File: config.mk
export PLATFORM = sky130hd
export DESIGN_NAME = alarm_unit_flat
export DESIGN_NICKNAME = d
export VERILOG_FILES = /design/src/rtl/alarm_unit_if.sv /design/src/rtl/alarm_unit.sv /design/src/flat_wrapper.sv
export SDC_FILE = /design/constraint.sdc
export NUM_CORES = 1
export LEC_CHECK = 0
export ABC_AREA = 1
export CELL_PAD_IN_SITES_DETAIL_PLACEMENT = 0
export CELL_PAD_IN_SITES_GLOBAL_PLACEMENT = 2
export CORE_MARGIN = 1.5
export CORE_UTILIZATION = 28
export DETAILED_ROUTE_END_ITERATION = 8
export HOLD_SLACK_MARGIN = 0.06
export PLACE_DENSITY_LB_ADDON = 0.1
export SLEW_MARGIN = 20
export SYNTH_ARGS = -nofsm -noshare
export SYNTH_HDL_FRONTEND = slang
export SYNTH_SLANG_ARGS = --single-unit
File: constraint.sdc
create_clock -name clk -period 2.3 [get_ports clk]
set_input_delay 0.575 -clock clk [delete_from_list [all_inputs] [get_ports clk]]
set_output_delay 0.575 -clock clk [all_outputs]
set_load 0.01 [all_outputs]
File: src/rtl/alarm_unit_if.sv
// rtl/alarm_unit_if.sv - time/button inputs and alarm outputs of the alarm stage
interface alarm_unit_if;
  logic        tick;
  logic [21:0] time_count;
  logic        set_mode;
  logic        en_Time;
  logic        inc;
  logic        dec;
  logic        arm;
  logic        stop;
  logic        snooze;
  logic [21:0] alarm_count;
  logic        alarm_out;
  logic        alarm_led;

  modport master (
    output tick, time_count, set_mode, en_Time, inc, dec, arm, stop, snooze,
    input  alarm_count, alarm_out, alarm_led
  );

  modport slave (
    input  tick, time_count, set_mode, en_Time, inc, dec, arm, stop, snooze,
    output alarm_count, alarm_out, alarm_led
  );
endinterface

File: src/rtl/alarm_unit.sv
// rtl/alarm_unit.sv - BCD alarm register, minute-match detect and ring/snooze/stop FSM
module alarm_unit #(
  parameter int RING_SECS   = 60,
  parameter int SNOOZE_SECS = 300
) (
  input  logic         clk,
  input  logic         reset,
  alarm_unit_if.slave  bus
);
  localparam int MAX_SECS = (RING_SECS > SNOOZE_SECS) ? RING_SECS : SNOOZE_SECS;
  localparam int CW       = $clog2(MAX_SECS + 1);
  localparam logic [CW-1:0] RING_LD = CW'(RING_SECS);
  localparam logic [CW-1:0] SNZ_LD  = CW'(SNOOZE_SECS);

  typedef enum logic [1:0] {IDLE, RINGING, SNOOZE} state_t;

  state_t        r_state, w_state_nx;
  logic [5:0]    r_hr;
  logic [7:0]    r_min;
  logic          r_match, r_match_d;
  logic [CW-1:0] r_cnt, w_cnt_nx;
  logic          r_phase, w_phase_nx;
  logic          r_out, r_led;
  logic          w_match, w_fire, w_edit, w_expire;

  function automatic logic [5:0] hr_inc(input logic [5:0] h);
    if (h == 6'h23)        return 6'h00;
    else if (h[3:0] == 4'd9) return {h[5:4] + 2'd1, 4'd0};
    else                   return {h[5:4], h[3:0] + 4'd1};
  endfunction

  function automatic logic [5:0] hr_dec(input logic [5:0] h);
    if (h == 6'h00)        return 6'h23;
    else if (h[3:0] == 4'd0) return {h[5:4] - 2'd1, 4'd9};
    else                   return {h[5:4], h[3:0] - 4'd1};
  endfunction

  function automatic logic [7:0] min_inc(input logic [7:0] m);
    if (m == 8'h59)        return 8'h00;
    else if (m[3:0] == 4'd9) return {m[7:4] + 4'd1, 4'd0};
    else                   return {m[7:4], m[3:0] + 4'd1};
  endfunction

  function automatic logic [7:0] min_dec(input logic [7:0] m);
    if (m == 8'h00)        return 8'h59;
    else if (m[3:0] == 4'd0) return {m[7:4] - 4'd1, 4'd9};
    else                   return {m[7:4], m[3:0] - 4'd1};
  endfunction

  assign w_match  = (bus.time_count[21:8] == {r_hr, r_min}) && (bus.time_count[7:0] == 8'h00);
  assign w_fire   = r_match & ~r_match_d;
  assign w_edit   = bus.set_mode & (bus.inc ^ bus.dec);
  assign w_expire = bus.tick && (r_cnt <= CW'(1));

  always_ff @(posedge clk or posedge reset) begin
    if (reset) begin
      r_hr      <= 6'h00;
      r_min     <= 8'h00;
      r_match   <= 1'b0;
      r_match_d <= 1'b0;
    end else begin
      r_match   <= w_match;
      r_match_d <= r_match;
      if (w_edit) begin
        if (bus.en_Time) r_hr  <= bus.inc ? hr_inc(r_hr)   : hr_dec(r_hr);
        else             r_min <= bus.inc ? min_inc(r_min) : min_dec(r_min);
      end
    end
  end

  // Every ring burst, including a re-ring after snooze, starts with the LED dark.
  always_comb begin
    w_state_nx = r_state;
    w_cnt_nx   = r_cnt;
    w_phase_nx = r_phase;
    if (!bus.arm || bus.set_mode) begin
      w_state_nx = IDLE;
      w_cnt_nx   = '0;
    end else begin
      case (r_state)
        IDLE: if (w_fire) begin
          w_state_nx = RINGING;
          w_cnt_nx   = RING_LD;
          w_phase_nx = 1'b0;
        end
        RINGING: begin
          if (bus.stop) begin
            w_state_nx = IDLE;
            w_cnt_nx   = '0;
          end else if (bus.snooze) begin
            w_state_nx = SNOOZE;
            w_cnt_nx   = SNZ_LD;
          end else if (bus.tick) begin
            w_phase_nx = ~r_phase;
            w_cnt_nx   = w_expire ? '0 : r_cnt - CW'(1);
            if (w_expire) w_state_nx = IDLE;
          end
        end
        SNOOZE: begin
          if (bus.stop) begin
            w_state_nx = IDLE;
            w_cnt_nx   = '0;
          end else if (w_expire) begin
            w_state_nx = RINGING;
            w_cnt_nx   = RING_LD;
            w_phase_nx = 1'b0;
          end else if (bus.tick) begin
            w_cnt_nx   = r_cnt - CW'(1);
          end
        end
        default: begin
          w_state_nx = IDLE;
          w_cnt_nx   = '0;
        end
      endcase
    end
  end

  always_ff @(posedge clk or posedge reset) begin
    if (reset) begin
      r_state <= IDLE;
      r_cnt   <= '0;
      r_phase <= 1'b0;
      r_out   <= 1'b0;
      r_led   <= 1'b0;
    end else begin
      r_state <= w_state_nx;
      r_cnt   <= w_cnt_nx;
      r_phase <= w_phase_nx;
      r_out   <= (w_state_nx == RINGING);
      r_led   <= (w_state_nx == RINGING) ? w_phase_nx : (w_state_nx == SNOOZE);
    end
  end

  assign bus.alarm_count = {r_hr, r_min, 8'h00};
  assign bus.alarm_out   = r_out;
  assign bus.alarm_led   = r_led;
endmodule

File: src/flat_wrapper.sv
// flat-port wrapper written by rule: the top's interface ports become plain ports
module alarm_unit_flat 
#(
  parameter int RING_SECS   = 60,
  parameter int SNOOZE_SECS = 300
)
  (clk, reset, bus_tick, bus_time_count, bus_set_mode, bus_en_Time, bus_inc, bus_dec, bus_arm, bus_stop, bus_snooze, bus_alarm_count, bus_alarm_out, bus_alarm_led);
  alarm_unit_if bus_i ();
  input  logic clk;
  input  logic reset;
  input wire logic [$bits(bus_i.tick)-1:0] bus_tick;
  input wire logic [$bits(bus_i.time_count)-1:0] bus_time_count;
  input wire logic [$bits(bus_i.set_mode)-1:0] bus_set_mode;
  input wire logic [$bits(bus_i.en_Time)-1:0] bus_en_Time;
  input wire logic [$bits(bus_i.inc)-1:0] bus_inc;
  input wire logic [$bits(bus_i.dec)-1:0] bus_dec;
  input wire logic [$bits(bus_i.arm)-1:0] bus_arm;
  input wire logic [$bits(bus_i.stop)-1:0] bus_stop;
  input wire logic [$bits(bus_i.snooze)-1:0] bus_snooze;
  output wire logic [$bits(bus_i.alarm_count)-1:0] bus_alarm_count;
  output wire logic [$bits(bus_i.alarm_out)-1:0] bus_alarm_out;
  output wire logic [$bits(bus_i.alarm_led)-1:0] bus_alarm_led;
  assign bus_i.tick = bus_tick;
  assign bus_i.time_count = bus_time_count;
  assign bus_i.set_mode = bus_set_mode;
  assign bus_i.en_Time = bus_en_Time;
  assign bus_i.inc = bus_inc;
  assign bus_i.dec = bus_dec;
  assign bus_i.arm = bus_arm;
  assign bus_i.stop = bus_stop;
  assign bus_i.snooze = bus_snooze;
  assign bus_alarm_count = bus_i.alarm_count;
  assign bus_alarm_out = bus_i.alarm_out;
  assign bus_alarm_led = bus_i.alarm_led;
  alarm_unit #(.RING_SECS(RING_SECS), .SNOOZE_SECS(SNOOZE_SECS)) u_core (.clk(clk), .reset(reset), .bus(bus_i));
endmodule
==> impl_metrics.env <==
export IMPL_status="completed"
export IMPL_grt_pass1_wl_um=10500
export IMPL_synth_xor_area_share_pct=9.98
export IMPL_yosysTopAreaCell="dfrtp_1"
export IMPL_synth_ff_type="dfrtp_1"
export IMPL_startpoint="u_core.r_min[2]$_DFFE_PP0P_"
export IMPL_cpLargestDelayFamily="buffers and inverters"
export IMPL_max_freq_mhz=495
export IMPL_reg2reg_depth=9
export IMPL_grt_max_degree=31
export IMPL_multi_input_area_um2=1420
export IMPL_synth_top_family_by_area="simple AND/OR/NAND/NOR gates"
export IMPL_coreArea_um2=8340
export IMPL_ctsHoldBuffers=0
export IMPL_drv_slew=0
export IMPL_routedWlPerCell_um=12.8
export IMPL_rows=33
export IMPL_worstSetupEndpoint="bus_alarm_count[10]"
export IMPL_cp_num_cells=1
export IMPL_ys_async_sr_fraction_pct=100
export IMPL_vias=2285
export IMPL_ys_seq_area_share_pct=30.7
export IMPL_startpoint_type="flip-flop"
export IMPL_synth_top_cells_by_count="nand2_1, inv_1, dfrtp_1, nor2_1, o21ai_0"
export IMPL_viasPerCell=4.51
export IMPL_drtAntennaViolNets=0
export IMPL_cp_end_kind="primary output"
export IMPL_grt_pass1_vias=2210
export IMPL_antenna_cells=0
export IMPL_clock_skew_ns=0.0124
export IMPL_root_buffer="clkbuf_8"
export IMPL_cp_required_ns=1.73
export IMPL_p_seq_share_pct=35.2
export IMPL_gp_congestion=0.780
export IMPL_path_buf_inv=1
export IMPL_synthTopCellsByArea="dfrtp_1, nand2_1, inv_1"
export IMPL_htree_levels=2
export IMPL_drc=0
export IMPL_dieArea_um2=9300
export IMPL_ios=56
export IMPL_regToRegSetupSlack_ns=0.33
export IMPL_power_per_cell_area_nw_per_um2=748
export IMPL_timing_rr_start="u_core.r_min[0]$_DFFE_PP0P_"
export IMPL_hold_class="flip-flop to flip-flop"
export IMPL_hold_ws_ns=0.380
export IMPL_layout_min_cycle_time_ns=2.02
export IMPL_grt_antenna_before_repair=0
export IMPL_pwr_share_clk_pct=19.8
export IMPL_seq_area_um2=751
export IMPL_dp_hpwl_um=5080
export IMPL_grtUsageTotal_pct=14.8
export IMPL_finalSetupViolCount=0
export IMPL_hold_viol_final=0
export IMPL_drv_cap=0
export IMPL_yosysWarnings=0
export IMPL_synth_top_area_share_pct=30.7
export IMPL_synthesis_instances=339
export IMPL_internal_power_mw=1.40
export IMPL_nets=448
export IMPL_mappedNetlistArea_um2=2440
export IMPL_ys_types=38
export IMPL_crit_slowest_cell="clkdlybuf4s50_1"
export IMPL_die_x_um=96.4
export IMPL_clock_latency_ns=0.29
export IMPL_fillers=916
export IMPL_synthMostInstantiatedCell="nand2_1"
export IMPL_critPathMaxStageDelay_ns=0.61
export IMPL_path_class="flip-flop to primary output"
export IMPL_areaGrowthSynthToFinish_pct=30.3
export IMPL_critPathMaxFanout=8
export IMPL_ys_ff_latch=30
export IMPL_irDropWorstVdd_mv=0.385
export IMPL_clk_path_buf_depth=2
export IMPL_synth_compound_area_share_pct=14.4
export IMPL_p_switching_mw=0.981
export IMPL_fin_tns_setup_ns=0
export IMPL_syn_mean_instance_area_um2=7.21
export IMPL_cts_tree="done"
export IMPL_synthAdderAreaFrac_pct=7.68
export IMPL_portBuffers=47
export IMPL_start_util_pct=29.3
export IMPL_power_total_mw=2.38
export IMPL_comb_power_share_pct=45.0
export IMPL_synth_mux_area_fraction_pct=0
export IMPL_reg2reg_to="u_core.r_min[4]$_DFFE_PP0P_"
export IMPL_cts_setup_buffers=0
export IMPL_synth_edf_count=0
export IMPL_clkTransAtPathRegs_ns=0.07
export IMPL_fp_dieH_um=96.4
export IMPL_arrival_ns=1.44
export IMPL_p_leak_nw=1.55
export IMPL_rsz0062_at_grt="no"
export IMPL_min_period_over_period_pct=87.8
export IMPL_cts_buffers=5
export IMPL_first_pass_iters=4
export IMPL_swShare_pct=41.2
export IMPL_drive_above_1_share_pct=8.71
export IMPL_drt_iter0_markers=82
export IMPL_cts_resized_gates=0
export IMPL_cts_sinks=30
export IMPL_cp_cell_sequence="clkdlybuf4s50_1"
export IMPL_grt_overflow_total=0
export IMPL_drt_wl_total_um=6490
export IMPL_yosys_area_share_simple_pct=24.7
state kept, by name, indices dropped and copies added (netlist names):
signal	cells
u_core.r_cnt	9
u_core.r_min	8
u_core.r_hr	6
u_core.r_state	2
u_core.bus.alarm_led	1
u_core.bus.alarm_out	1
u_core.r_match	1
u_core.r_match_d	1
u_core.r_phase	1
layer usage:
layer  up-vias  track usage (%)  part of all wire [%]
met4         0             3.62                  0.68
met1      1045             19.6                    48
met3         4             2.35                   3.4
met2        38             25.1                    48
li1       1198                -                     -
met5         -                0                     0
metrics by stage:
step / utilization [%] / instances / instance area, µm² / setup WS [ns]
2_1_floorplan: - / 346 / 2470 / 0.571
3_3_place_gp: 37.0 / 499 / 3090 / 0.117
3_5_place_dp: 37.0 / 499 / 3090 / 0.115
4_1_cts: 38.2 / 507 / 3180 / 0.295
5_1_grt: 38.2 / 507 / 3180 / 0.177
6_report: 38.2 / 507 / 3180 / 0.281
cell usage in the layout, fill, tap and decap left out, types with 4 or more instances in the layout:
cell / n
a21oi_1: 10
a31oi_1: 4
buf_4: 14
clkbuf_8: 6
clkdlybuf4s50_1: 47
conb_1: 8
dfrtp_1: 30
ha_1: 15
inv_1: 55
nand2_1: 67
nand3_1: 24
nor2_1: 29
nor3_1: 4
o21ai_0: 25
o22ai_1: 6
xnor2_1: 9
xor2_1: 17
layout make-up:
cell class	count	area share [%]
Multi-Input combinational cell	246	44.5
Sequential cell	30	23.6
Clock buffer	6	2.59
Tap cell	105	4.13
Timing Repair Buffer	61	18.1
Clock inverter	2	0.393
Inverter	57	6.72
logic make-up (layout without fill, tap and decap cells):
kind of cell	after synthesis	count (layout)
AND/OR/NAND/NOR	137	137
buffers and inverters	70	126
AO/OA/AOI/OAI	59	59
flip-flops	30	30
XOR/XNOR	27	27
adder cells (fa/ha/maj)	15	15
other	1	8
how the worst min path moves through the flow:
stage / startpoint / end / slack [ns] / cells past startpoint
after global routing: u_core.r_match$_DFF_PP0_ / u_core.r_match_d$_DFF_PP0_ / 0.40 / 0
after detailed placement: u_core.r_match$_DFF_PP0_ / u_core.r_match_d$_DFF_PP0_ / 0.37 / 0
after CTS: u_core.r_match$_DFF_PP0_ / u_core.r_match_d$_DFF_PP0_ / 0.38 / 0
after global placement: u_core.r_match$_DFF_PP0_ / u_core.r_match_d$_DFF_PP0_ / 0.36 / 0
final: u_core.r_match$_DFF_PP0_ / u_core.r_match_d$_DFF_PP0_ / 0.38 / 0
after floorplan: u_core.r_match$_DFF_PP0_ / u_core.r_match_d$_DFF_PP0_ / 0.35 / 0
power by group through the flow:
stage	Sequential (mW)	Clock, mW	Combinational, mW
after CTS	0.843	0.489	1.08
after floorplan	0.810	0	0.676
final	0.838	0.472	1.07
after global placement	0.855	0	1.10
after detailed placement	0.851	0	1.08
after global routing	0.869	0.511	1.21
(Power assumes the default switching activity.)
